## config.mk

```make
export PLATFORM = sky130hd
export DESIGN_NAME = rc_tag_arbiter_flat
export DESIGN_NICKNAME = d
export VERILOG_FILES = /design/src/rtl/rc_tag_arbiter_pkg.sv /design/src/rtl/rc_tag_arbiter_if.sv /design/src/rtl/rc_tag_free_list.sv /design/src/rtl/rc_tag_arbiter.sv /design/src/flat_wrapper.sv
export SDC_FILE = /design/constraint.sdc
export NUM_CORES = 1
export LEC_CHECK = 0
export BUFFER_PORTS_ARGS = -buffer_cell sky130_fd_sc_hd__buf_2
export CAP_MARGIN = 20
export CORE_MARGIN = 3
export CORE_UTILIZATION = 43
export CTS_CLUSTER_SIZE = 25
export DETAILED_ROUTE_END_ITERATION = 16
export PLACE_DENSITY = 0.66
export SYNTH_ARGS = -nofsm -noshare
export SYNTH_HDL_FRONTEND = slang
export SYNTH_SLANG_ARGS = --single-unit
```

## constraint.sdc

```tcl
create_clock -name user_clk -period 4.14 [get_ports user_clk]
set_input_delay 0.414 -clock user_clk [delete_from_list [all_inputs] [get_ports user_clk]]
set_output_delay 0.414 -clock user_clk [all_outputs]
set_load 0.01 [all_outputs]
```

## src/rtl/rc_tag_arbiter_pkg.sv

```systemverilog
// Shared definitions for the RC read-tag arbiter: default sizes, completion
// status encodings and the completion-length-to-bytes helper.
package rc_tag_arbiter_pkg;

  localparam int NREQ_DEF  = 4;
  localparam int NTAGS_DEF = 32;

  typedef enum logic [2:0] {
    CPL_SC = 3'd0,
    CPL_UR = 3'd1,
    CPL_CA = 3'd4
  } cpl_status_e;

  // A DW length of zero encodes the maximum payload of 1024 DW.
  function automatic logic [12:0] dwlen_to_bytes(input logic [9:0] dwlen);
    return (dwlen == 10'd0) ? 13'd4096 : {1'b0, dwlen, 2'b00};
  endfunction

endpackage

```

## src/rtl/rc_tag_arbiter_if.sv

```systemverilog
// Request, RQ-path and completion-routing signals of the tag arbiter.
// The arbiter uses the master modport; its environment uses slave.
interface rc_tag_arbiter_if #(
  parameter int NREQ = 4,
  parameter int TW   = 5
);
  logic [NREQ-1:0]    req_valid;
  logic [NREQ*10-1:0] req_dwlen;
  logic [NREQ-1:0]    req_ack;

  logic               rq_valid;
  logic               rq_ready;
  logic [7:0]         rq_tag;
  logic [1:0]         rq_owner;
  logic [9:0]         rq_dwlen;

  logic               cpl_valid;
  logic [7:0]         cpl_tag;
  logic [11:0]        cpl_bytecnt;
  logic [9:0]         cpl_dwlen;
  logic [2:0]         cpl_status;

  logic               route_valid;
  logic [1:0]         route_owner;
  logic               route_last;
  logic               cpl_err;
  logic [TW:0]        tags_free;

  modport master (
    input  req_valid, req_dwlen, rq_ready,
           cpl_valid, cpl_tag, cpl_bytecnt, cpl_dwlen, cpl_status,
    output req_ack, rq_valid, rq_tag, rq_owner, rq_dwlen,
           route_valid, route_owner, route_last, cpl_err, tags_free
  );

  modport slave (
    output req_valid, req_dwlen, rq_ready,
           cpl_valid, cpl_tag, cpl_bytecnt, cpl_dwlen, cpl_status,
    input  req_ack, rq_valid, rq_tag, rq_owner, rq_dwlen,
           route_valid, route_owner, route_last, cpl_err, tags_free
  );
endinterface

```

## src/rtl/rc_tag_free_list.sv

```systemverilog
// Tag pool: busy bitmap, lowest-free-tag priority encoder and free counter.
// Allocation and release may happen in the same cycle on different tags.
module rc_tag_free_list
  import rc_tag_arbiter_pkg::*;
#(
  parameter int NTAGS = NTAGS_DEF,
  parameter int TW    = 5
) (
  input  logic             user_clk,
  input  logic             user_reset,
  input  logic             alloc,
  input  logic             free,
  input  logic [TW-1:0]    free_tag,
  output logic [TW-1:0]    next_tag,
  output logic             any_free,
  output logic [NTAGS-1:0] busy,
  output logic [TW:0]      tags_free
);

  logic [NTAGS-1:0] busy_next;

  // NOTE: every always_comb output gets a default first so no path leaves it unassigned (no latch).
  always_comb begin
    next_tag = '0;
    for (int i = NTAGS - 1; i >= 0; i--) begin
      if (!busy[i]) next_tag = TW'(i);
    end
  end

  assign any_free = ~&busy;

  always_comb begin
    busy_next = busy;
    if (alloc) busy_next[next_tag] = 1'b1;
    if (free)  busy_next[free_tag] = 1'b0;
  end

  // NOTE: sequential state uses non-blocking assignments so every register samples pre-edge values.
  always_ff @(posedge user_clk or posedge user_reset) begin
    if (user_reset) begin
      busy      <= '0;
      tags_free <= (TW+1)'(NTAGS);
    end else begin
      busy      <= busy_next;
      tags_free <= tags_free + (TW+1)'(free) - (TW+1)'(alloc);
    end
  end

endmodule

```

## src/rtl/rc_tag_arbiter.sv

```systemverilog
// Round-robin read-request arbiter that allocates PCIe tags, presents tagged
// requests to the RQ path and routes RC completions back to their owner.
module rc_tag_arbiter
  import rc_tag_arbiter_pkg::*;
#(
  parameter int NREQ  = NREQ_DEF,
  parameter int NTAGS = NTAGS_DEF,
  parameter int TW    = 5
) (
  input  logic              user_clk,
  input  logic              user_reset,
  rc_tag_arbiter_if.master  bus
);

  localparam int         RRW     = (NREQ > 1) ? $clog2(NREQ) : 1;
  localparam logic [8:0] NTAGS_W = 9'(NTAGS);

  logic [RRW-1:0]   rr;
  logic [RRW-1:0]   gnt_idx;
  logic [RRW-1:0]   scan_idx;
  logic [9:0]       gnt_dwlen;
  logic             grant;
  logic             can_grant;
  logic             any_free;
  logic [TW-1:0]    next_tag;
  logic [NTAGS-1:0] busy;
  logic [TW-1:0]    cpl_idx;
  logic             cpl_hit;
  logic             cpl_last;
  logic [1:0]       owner [NTAGS];

  rc_tag_free_list #(.NTAGS(NTAGS), .TW(TW)) u_free_list (
    .user_clk   (user_clk),
    .user_reset (user_reset),
    .alloc      (grant),
    .free       (cpl_last),
    .free_tag   (cpl_idx),
    .next_tag   (next_tag),
    .any_free   (any_free),
    .busy       (busy),
    .tags_free  (bus.tags_free)
  );

  // The output stage can take a new request if empty or draining this cycle.
  assign can_grant = any_free && (!bus.rq_valid || bus.rq_ready);

  // Scan from rr downward in priority; the last hit written is the closest to rr.
  always_comb begin
    grant    = 1'b0;
    gnt_idx  = '0;
    scan_idx = '0;
    for (int i = NREQ - 1; i >= 0; i--) begin
      scan_idx = RRW'((int'(rr) + i) % NREQ);
      if (bus.req_valid[scan_idx]) begin
        grant   = can_grant;
        gnt_idx = scan_idx;
      end
    end
  end

  always_comb begin
    gnt_dwlen = '0;
    for (int i = 0; i < NREQ; i++) begin
      if (gnt_idx == RRW'(i)) gnt_dwlen = bus.req_dwlen[10*i +: 10];
    end
  end

  assign cpl_idx  = bus.cpl_tag[TW-1:0];
  assign cpl_hit  = bus.cpl_valid && ({1'b0, bus.cpl_tag} < NTAGS_W) && busy[cpl_idx];
  assign cpl_last = cpl_hit && ((bus.cpl_status != CPL_SC) ||
                                ({1'b0, bus.cpl_bytecnt} <= dwlen_to_bytes(bus.cpl_dwlen)));

  always_ff @(posedge user_clk or posedge user_reset) begin
    if (user_reset) begin
      rr              <= '0;
      bus.req_ack     <= '0;
      bus.rq_valid    <= 1'b0;
      bus.rq_tag      <= '0;
      bus.rq_owner    <= '0;
      bus.rq_dwlen    <= '0;
      bus.route_valid <= 1'b0;
      bus.route_owner <= '0;
      bus.route_last  <= 1'b0;
      bus.cpl_err     <= 1'b0;
      // NOTE: the owner table is small and must read as zero after reset, so it is reset like any register.
      for (int t = 0; t < NTAGS; t++) owner[t] <= '0;
    end else begin
      bus.req_ack <= grant ? (NREQ'(1) << gnt_idx) : '0;
      if (grant) begin
        bus.rq_valid    <= 1'b1;
        bus.rq_tag      <= 8'(next_tag);
        bus.rq_owner    <= 2'(gnt_idx);
        bus.rq_dwlen    <= gnt_dwlen;
        owner[next_tag] <= 2'(gnt_idx);
        rr              <= RRW'((int'(gnt_idx) + 1) % NREQ);
      end else if (bus.rq_ready) begin
        bus.rq_valid <= 1'b0;
      end

      bus.route_valid <= cpl_hit;
      bus.route_owner <= cpl_hit ? owner[cpl_idx] : 2'd0;
      bus.route_last  <= cpl_last;
      bus.cpl_err     <= bus.cpl_valid && !cpl_hit;
    end
  end

endmodule

```

## src/flat_wrapper.sv

```systemverilog
// flat-port wrapper written by rule: the top's interface ports become plain ports
module rc_tag_arbiter_flat import rc_tag_arbiter_pkg::*;
#(
  parameter int NREQ  = NREQ_DEF,
  parameter int NTAGS = NTAGS_DEF,
  parameter int TW    = 5
)
  (user_clk, user_reset, bus_req_valid, bus_req_dwlen, bus_rq_ready, bus_cpl_valid, bus_cpl_tag, bus_cpl_bytecnt, bus_cpl_dwlen, bus_cpl_status, bus_req_ack, bus_rq_valid, bus_rq_tag, bus_rq_owner, bus_rq_dwlen, bus_route_valid, bus_route_owner, bus_route_last, bus_cpl_err, bus_tags_free);
  rc_tag_arbiter_if #(.NREQ(NREQ), .TW(TW)) bus_i ();
  input  logic user_clk;
  input  logic user_reset;
  input wire logic [$bits(bus_i.req_valid)-1:0] bus_req_valid;
  input wire logic [$bits(bus_i.req_dwlen)-1:0] bus_req_dwlen;
  input wire logic [$bits(bus_i.rq_ready)-1:0] bus_rq_ready;
  input wire logic [$bits(bus_i.cpl_valid)-1:0] bus_cpl_valid;
  input wire logic [$bits(bus_i.cpl_tag)-1:0] bus_cpl_tag;
  input wire logic [$bits(bus_i.cpl_bytecnt)-1:0] bus_cpl_bytecnt;
  input wire logic [$bits(bus_i.cpl_dwlen)-1:0] bus_cpl_dwlen;
  input wire logic [$bits(bus_i.cpl_status)-1:0] bus_cpl_status;
  output wire logic [$bits(bus_i.req_ack)-1:0] bus_req_ack;
  output wire logic [$bits(bus_i.rq_valid)-1:0] bus_rq_valid;
  output wire logic [$bits(bus_i.rq_tag)-1:0] bus_rq_tag;
  output wire logic [$bits(bus_i.rq_owner)-1:0] bus_rq_owner;
  output wire logic [$bits(bus_i.rq_dwlen)-1:0] bus_rq_dwlen;
  output wire logic [$bits(bus_i.route_valid)-1:0] bus_route_valid;
  output wire logic [$bits(bus_i.route_owner)-1:0] bus_route_owner;
  output wire logic [$bits(bus_i.route_last)-1:0] bus_route_last;
  output wire logic [$bits(bus_i.cpl_err)-1:0] bus_cpl_err;
  output wire logic [$bits(bus_i.tags_free)-1:0] bus_tags_free;
  assign bus_i.req_valid = bus_req_valid;
  assign bus_i.req_dwlen = bus_req_dwlen;
  assign bus_i.rq_ready = bus_rq_ready;
  assign bus_i.cpl_valid = bus_cpl_valid;
  assign bus_i.cpl_tag = bus_cpl_tag;
  assign bus_i.cpl_bytecnt = bus_cpl_bytecnt;
  assign bus_i.cpl_dwlen = bus_cpl_dwlen;
  assign bus_i.cpl_status = bus_cpl_status;
  assign bus_req_ack = bus_i.req_ack;
  assign bus_rq_valid = bus_i.rq_valid;
  assign bus_rq_tag = bus_i.rq_tag;
  assign bus_rq_owner = bus_i.rq_owner;
  assign bus_rq_dwlen = bus_i.rq_dwlen;
  assign bus_route_valid = bus_i.route_valid;
  assign bus_route_owner = bus_i.route_owner;
  assign bus_route_last = bus_i.route_last;
  assign bus_cpl_err = bus_i.cpl_err;
  assign bus_tags_free = bus_i.tags_free;
  rc_tag_arbiter #(.NREQ(NREQ), .NTAGS(NTAGS), .TW(TW)) u_core (.user_clk(user_clk), .user_reset(user_reset), .bus(bus_i));
endmodule
```

==> results_dict.tcl, run 1 <==
set metrics [dict create \
    synth.distinct_cells 56 \
    timing.final.ws_setup_ps 653.7 \
    clk_path_buf_depth 2 \
    setup_viol 0 \
    die_w_um 135.4 \
    cp.arrival_ps 3830 \
    track_usage_pct 21.33 \
    rows 46 \
    die_h_um 135.4 \
    hp-class "primary input to async pin" \
    via_count 5780 \
    status "completed" \
    grt_overflow 0 \
    synthArstFlopShare_pct 100.0 \
    critical_path_class "register to register" \
    final_common_cell "dfrtp_1" \
    remaining_drc_errors 0 \
    clock_skew_ps 5.675 \
    routabilityCongestion 0.9472 \
    synthFlopType "dfrtp_1" \
    rsz0062_at_grt "false" \
    drive_above_1_share_pct 34.02 \
    yosysTopAreaCell "dfrtp_1" \
    end_kind "register" \
    pin_count 117 \
    crit_required_ps 4490 \
    final_cell_mix "130 x dfrtp_1, 113 x buf_2, 65 x mux2_2" \
    synth_seq_cells 131 \
    start_util_pct 44.67 \
    critPathLaunchType "register" \
    htree_num_levels 4 \
    syn-cell-area_um2 7199 \
    wire_per_inst_um 19.20 \
    cts_resized 0 \
    viasPerCell 5.844 \
    grt_pass1_vias 5880 \
    power_density_nw_per_um2 660.6 \
    cts_tree "yes" \
    fillers 1457 \
    netlist_instances 655 \
    area_delta_synth_final_pct 18.87 \
    dp_hpwl_mm 13.83 \
    stdcell_count 989 \
    leakagePower_uw 0.004000 \
    synth_top_cell_area_share_pct 45.19 \
    max_freq_mhz 286.8 \
    cts-root-buf "clkbuf_16" \
    critPathMaxFanout 10 \
    ant_nets 0 \
    path_clk_slew_ps 60 \
    vdd_drop_max_mv 0.3498 \
    antenna_found_initial 0 \
    utilization_pct 53.11 \
    nets 863 \
    dpl.cell_count 958 \
    seq_area_frac_synth_pct 45.55 \
    drt-initial-drc-count 542 \
    n_antenna_cell 0 \
    tightest_slew_ps 1098 \
    grt_pass1_wl_mm 30.53 \
    hold_violations 0 \
    grt_max_degree 56 \
    drv_slew 0 \
    clk_latency_ps 420 \
    cts_hold_buf 0 \
    die-area_um2 18330 \
    syn-mean-instance-area_um2 10.99 \
    port_buffers 113 \
    drtPass1Iterations 5 \
    period_needed_ps 3486 \
    cts_buffers 17 \
    post-cts-setup-buffers 0 \
    synth_edf_count 0 \
    core_area_um2 16120 \
    wirelength_mm 18.99 \
    maxCapViolCount 0 \
    clock_sinks 131 \
    slew-limit-headroom_pct 26.82 \
    fin_crit_sh_pct 84.21 \
    tns_ps 0 \
    dp_slack_ps 371.3 \
    yosysWarnings 0 \
    yosys-top-cells-area "dfrtp_1 45%, mux2_2 10%, mux4_2 9.1%" \
]
-- final timing paths --
check	cells past startpoint	start	slack (ps)	end
max reg2reg	13	u_core.u_free_list.busy[6]$_DFF_PP0_	650	u_core.u_free_list.tags_free[5]$_DFF_PP1_
min reg2reg	1	u_core.owner[14]$_DFFE_PP0P_	490	u_core.owner[14]$_DFFE_PP0P_
min in group user_clk	2	bus_cpl_valid	230	u_core.bus.cpl_err$_DFF_PP0_
min	2	user_reset	100	u_core.u_free_list.tags_free[3]$_DFF_PP0_
max	13	u_core.u_free_list.busy[6]$_DFF_PP0_	650	u_core.u_free_list.tags_free[5]$_DFF_PP1_
max in group asynchronous	3	user_reset	3040	u_core.rr[1]$_DFFE_PP0P_
-- stage by stage --
step	hold WS, ps	total power (µW)	area, µm²
after floorplan	459.5	3445	7207
after global placement	469.3	4090	7980
after detailed placement	482.4	4158	7980
after CTS	129.5	5638	8558
after global routing	153.0	5960	8558
final	101.5	5653	8558
-- kinds of logic after synthesis --
kind of cell             count (synthesis)  share of synthesized area (%)
multiplexers                           102                          20.39
adder cells (fa/ha/maj)                 21                          3.754
other                                    1                        0.05209
flip-flops                             131                          45.55
AO/OA/AOI/OAI                          137                          12.63
XOR/XNOR                                 5                         0.6082
AND/OR/NAND/NOR                        180                          12.65
buffers and inverters                   78                          4.362
-- where the power goes --
part           internal (µW)  switching (µW)  leakage [µW]
Sequential              1640             286       0.00161
Combinational            951            1320       0.00211
Clock                    923             537      0.000281
Total                   3510            2140       0.00400
-- worst max-delay path, cell delays in order (launching register included) --
cell	delay [ps]
dfrtp_1	480
mux4_2	510
mux4_2	480
o211ai_2	250
inv_1	130
o21ai_4	170
ha_1	260
inv_1	50
ha_1	270
a21o_1	180
a21oi_1	230
o21bai_1	100
a21oi_1	180
xnor2_1	130
-- layout make-up --
| class | count | area (µm²) | share of cell area (%) |
|---|---|---|---|
| multi-input combinational | 448 | 3637 | 42.50 |
| sequential | 131 | 3279 | 38.32 |
| timing repair buffer | 123 | 640.6 | 7.485 |
| clock buffer | 21 | 470.5 | 5.497 |
| tap | 216 | 270.3 | 3.158 |
| inverter | 40 | 152.6 | 1.784 |
| clock inverter | 10 | 107.6 | 1.257 |
-- synth_stat cells, types with 4 or more instances --
cell / count
a31oi_1: 6
or3_1: 6
mux2_2: 65
mux4_2: 29
nand2_1: 24
nor2b_1: 10
mux2i_1: 6
buf_1: 6
clkbuf_1: 23
nor4_1: 7
buf_2: 5
ha_1: 20
nor2_1: 60
xnor2_1: 5
nand4_1: 13
buf_4: 4
a21oi_1: 60
dfrtp_1: 130
o21ai_0: 11
a21o_1: 4
nand2b_1: 9
and2_1: 6
a22oi_1: 17
a2bb2oi_1: 19
nand3_1: 14
inv_1: 40
nor3_1: 17
-- registers in the layout, indices dropped and copies added (netlist names) --
signal,flops
u_core.bus.rq_tag,5
u_core.bus.cpl_err,1
u_core.bus.route_owner,2
u_core.owner,64
u_core.bus.route_last,1
u_core.u_free_list.busy,32
u_core.rr,2
u_core.bus.route_valid,1
u_core.bus.rq_dwlen,10
u_core.bus.rq_valid,1
u_core.bus.req_ack,4
u_core.u_free_list.tags_free,6
u_core.bus.rq_owner,2
-- per-layer routing --
metal	up-vias	part of all wire (%)	GRT usage [%]
met5	-	0	0
met4	0	2.7	7.895
met3	44	7.1	5.906
met2	256	49	34.68
met1	2872	41	27.43
li1	2608	-	-
Note: power is estimated with default switching activity, not from simulation.
==> inputs of run 2 (changes only) <==
- PLACE_DENSITY: 0.66 -> unset
- clock period: 4.14 -> 3.25 ns (I/O delays scaled with it)
==> results_dict.tcl, run 2 (synthesis gave the netlist of run 1 again) <==
set metrics [dict create \
    path_clk_slew_ps 60 \
    drv_slew 0 \
    timing.rr.start "u_core.u_free_list.busy[31]$_DFF_PP0_" \
    pin_count 117 \
    swShare_pct 36.96 \
    min_path_cells 2 \
    clock_sinks 131 \
    wirelength_mm 19.75 \
    cp_top_family "multiplexers" \
    reg_top3 "u_core.owner x64, u_core.u_free_list.busy x32, u_core.bus.rq_dwlen x10" \
    htree_num_levels 4 \
    fin_crit_sh_pct 95.31 \
    rows 46 \
    whs_ps 135.7 \
    critPathLaunchType "register" \
    drt-initial-drc-count 468 \
    cts_buffers 17 \
    dp_hpwl_mm 14.71 \
    grt_overflow 0 \
    internal_power_uw 4607 \
    cts_tree "yes" \
    critPathSlowestCell "mux4_2" \
    area_delta_synth_final_pct 22.33 \
    critical_path.most_common_cell "inv_1" \
    remaining_drc_errors 0 \
    p_seq_share_pct 32.7 \
    status "completed" \
    antenna_found_initial 0 \
    n_antenna_cell 0 \
    top_register "u_core.owner" \
    critical_path_class "register to register" \
    track_usage_pct 22.27 \
    start_util_pct 44.67 \
    hp-class "primary input to register" \
    p_comb_share_pct 41.9 \
    tightest_slew_ps 1079 \
    slowest_delay_ps 510 \
    tns_ps 0 \
    nets 894 \
    r2r-end "u_core.u_free_list.tags_free[4]$_DFF_PP0_" \
    crit_required_ps 3550 \
    grt_max_degree 71 \
    drtPass1Iterations 5 \
    cp_cell_sequence "mux4_2 -> mux4_2 -> o211ai_4 -> inv_2 -> o21ai_4 -> ha_1 -> inv_1 -> ha_1 -> inv_1 -> fa_1 -> inv_1 -> a21o_1 -> a21oi_1 -> xnor2_1" \
    holdCritStartpoint "bus_cpl_valid" \
    reg2reg_setup_slack_ps 150 \
    crit_buf_inv 4 \
    die_h_um 135.4 \
    end_kind "register" \
    period_needed_ps 3098 \
    maxCapViolCount 0 \
    via_count 5819 \
    clock_skew_ps 8.949 \
    die-area_um2 18330 \
    ant_nets 0 \
    die_w_um 135.4 \
    clk_latency_ps 420 \
    slew-limit-headroom_pct 28.07 \
    critPathMaxFanout 2 \
    drive_above_1_share_pct 36.33 \
    power.switching_uw 2702 \
    hold_violations 0 \
    place_area_um2 8219 \
    final_cell_mix "130 x dfrtp_1, 113 x buf_2, 65 x mux2_2" \
    cp.arrival_ps 3400 \
    final_common_cell "dfrtp_1" \
    grt_pass1_wl_mm 31.70 \
    grt_pass1_vias 6026 \
    port_buffers 113 \
    core_area_um2 16120 \
    leakagePower_uw 0.004149 \
    utilization_pct 54.65 \
    wire_per_inst_um 19.42 \
    vdd_drop_max_mv 0.4340 \
    min_to "u_core.bus.cpl_err$_DFF_PP0_" \
    setup_viol 0 \
    clk_path_buf_depth 2 \
    cts-root-buf "clkbuf_16" \
    reg2reg_depth 14 \
    largest_register_ff_count 64 \
    rsz0062_at_grt "false" \
    pwr-share-clk_pct 25.4 \
    power_density_nw_per_um2 829.9 \
    viasPerCell 5.722 \
    routabilityCongestion 0.9108 \
    max_freq_mhz 322.8 \
    design_area_um2 8807 \
]
==> run 2: cell type report <==
cell class                      count  area (µm²)
Fill cell                        1412        7308
Multi-Input combinational cell    448        3650
Sequential cell                   131        3279
Timing Repair Buffer              154       888.4
Clock buffer                       23       488.0
Tap cell                          216       270.3
Inverter                           40       153.9
Clock inverter                      5       77.57
==> run 2: metrics by stage <==
stage | worst slack (ps) | cells | total power, µW
floorplan | 23.36 | 657 | 4389
CTS | 92.15 | 1017 | 7346
finish | 152.3 | 1017 | 7309
global placement | -93.65 | 988 | 5394
global route | 12.63 | 1017 | 7734
detailed placement | -129.0 | 988 | 5458
==> run 2: repair_timing <==
action / in CTS / in global routing
hold endpoints to repair: 20 / 0
setup buffers: 0 / 0
endpoints found under the setup margin: 0 / 2
gates resized for setup: 0 / 3
hold buffers: 1 / 0
==> run 2: metal layers <==
metal  wire length, µm  global-route usage, %  vias to the layer above  share of wire [%]
met5                 0                      0                        -                  0
met4               296                  6.943                        0                1.5
met3              1315                  5.201                       29                6.7
met2              9565                  35.90                      213                 48
met1              8571                  30.09                     2896                 43
li1                  -                      -                     2681                  -
==> run 2: how the worst max path moves through the flow <==
stage | start | endpoint | cells after the start
6_report | u_core.u_free_list.busy[31]$_DFF_PP0_ | u_core.u_free_list.tags_free[4]$_DFF_PP0_ | 14
5_1_grt | u_core.u_free_list.busy[31]$_DFF_PP0_ | u_core.u_free_list.tags_free[4]$_DFF_PP0_ | 14
2_1_floorplan | bus_cpl_tag[0] | u_core.u_free_list.tags_free[4]$_DFF_PP0_ | 15
4_1_cts | u_core.u_free_list.busy[31]$_DFF_PP0_ | u_core.u_free_list.tags_free[4]$_DFF_PP0_ | 14
3_3_place_gp | bus_cpl_tag[0] | u_core.u_free_list.tags_free[4]$_DFF_PP0_ | 15
3_5_place_dp | bus_cpl_tag[0] | u_core.u_free_list.tags_free[4]$_DFF_PP0_ | 15
==> run 2: power groups by stage <==
stage               Sequential (µW)  Clock, µW  Combinational (µW)
floorplan                      2410          0                1980
CTS                            2390       1890                3070
finish                         2390       1850                3070
global placement               2390          0                3000
global route                   2450       1970                3320
detailed placement             2410          0                3050
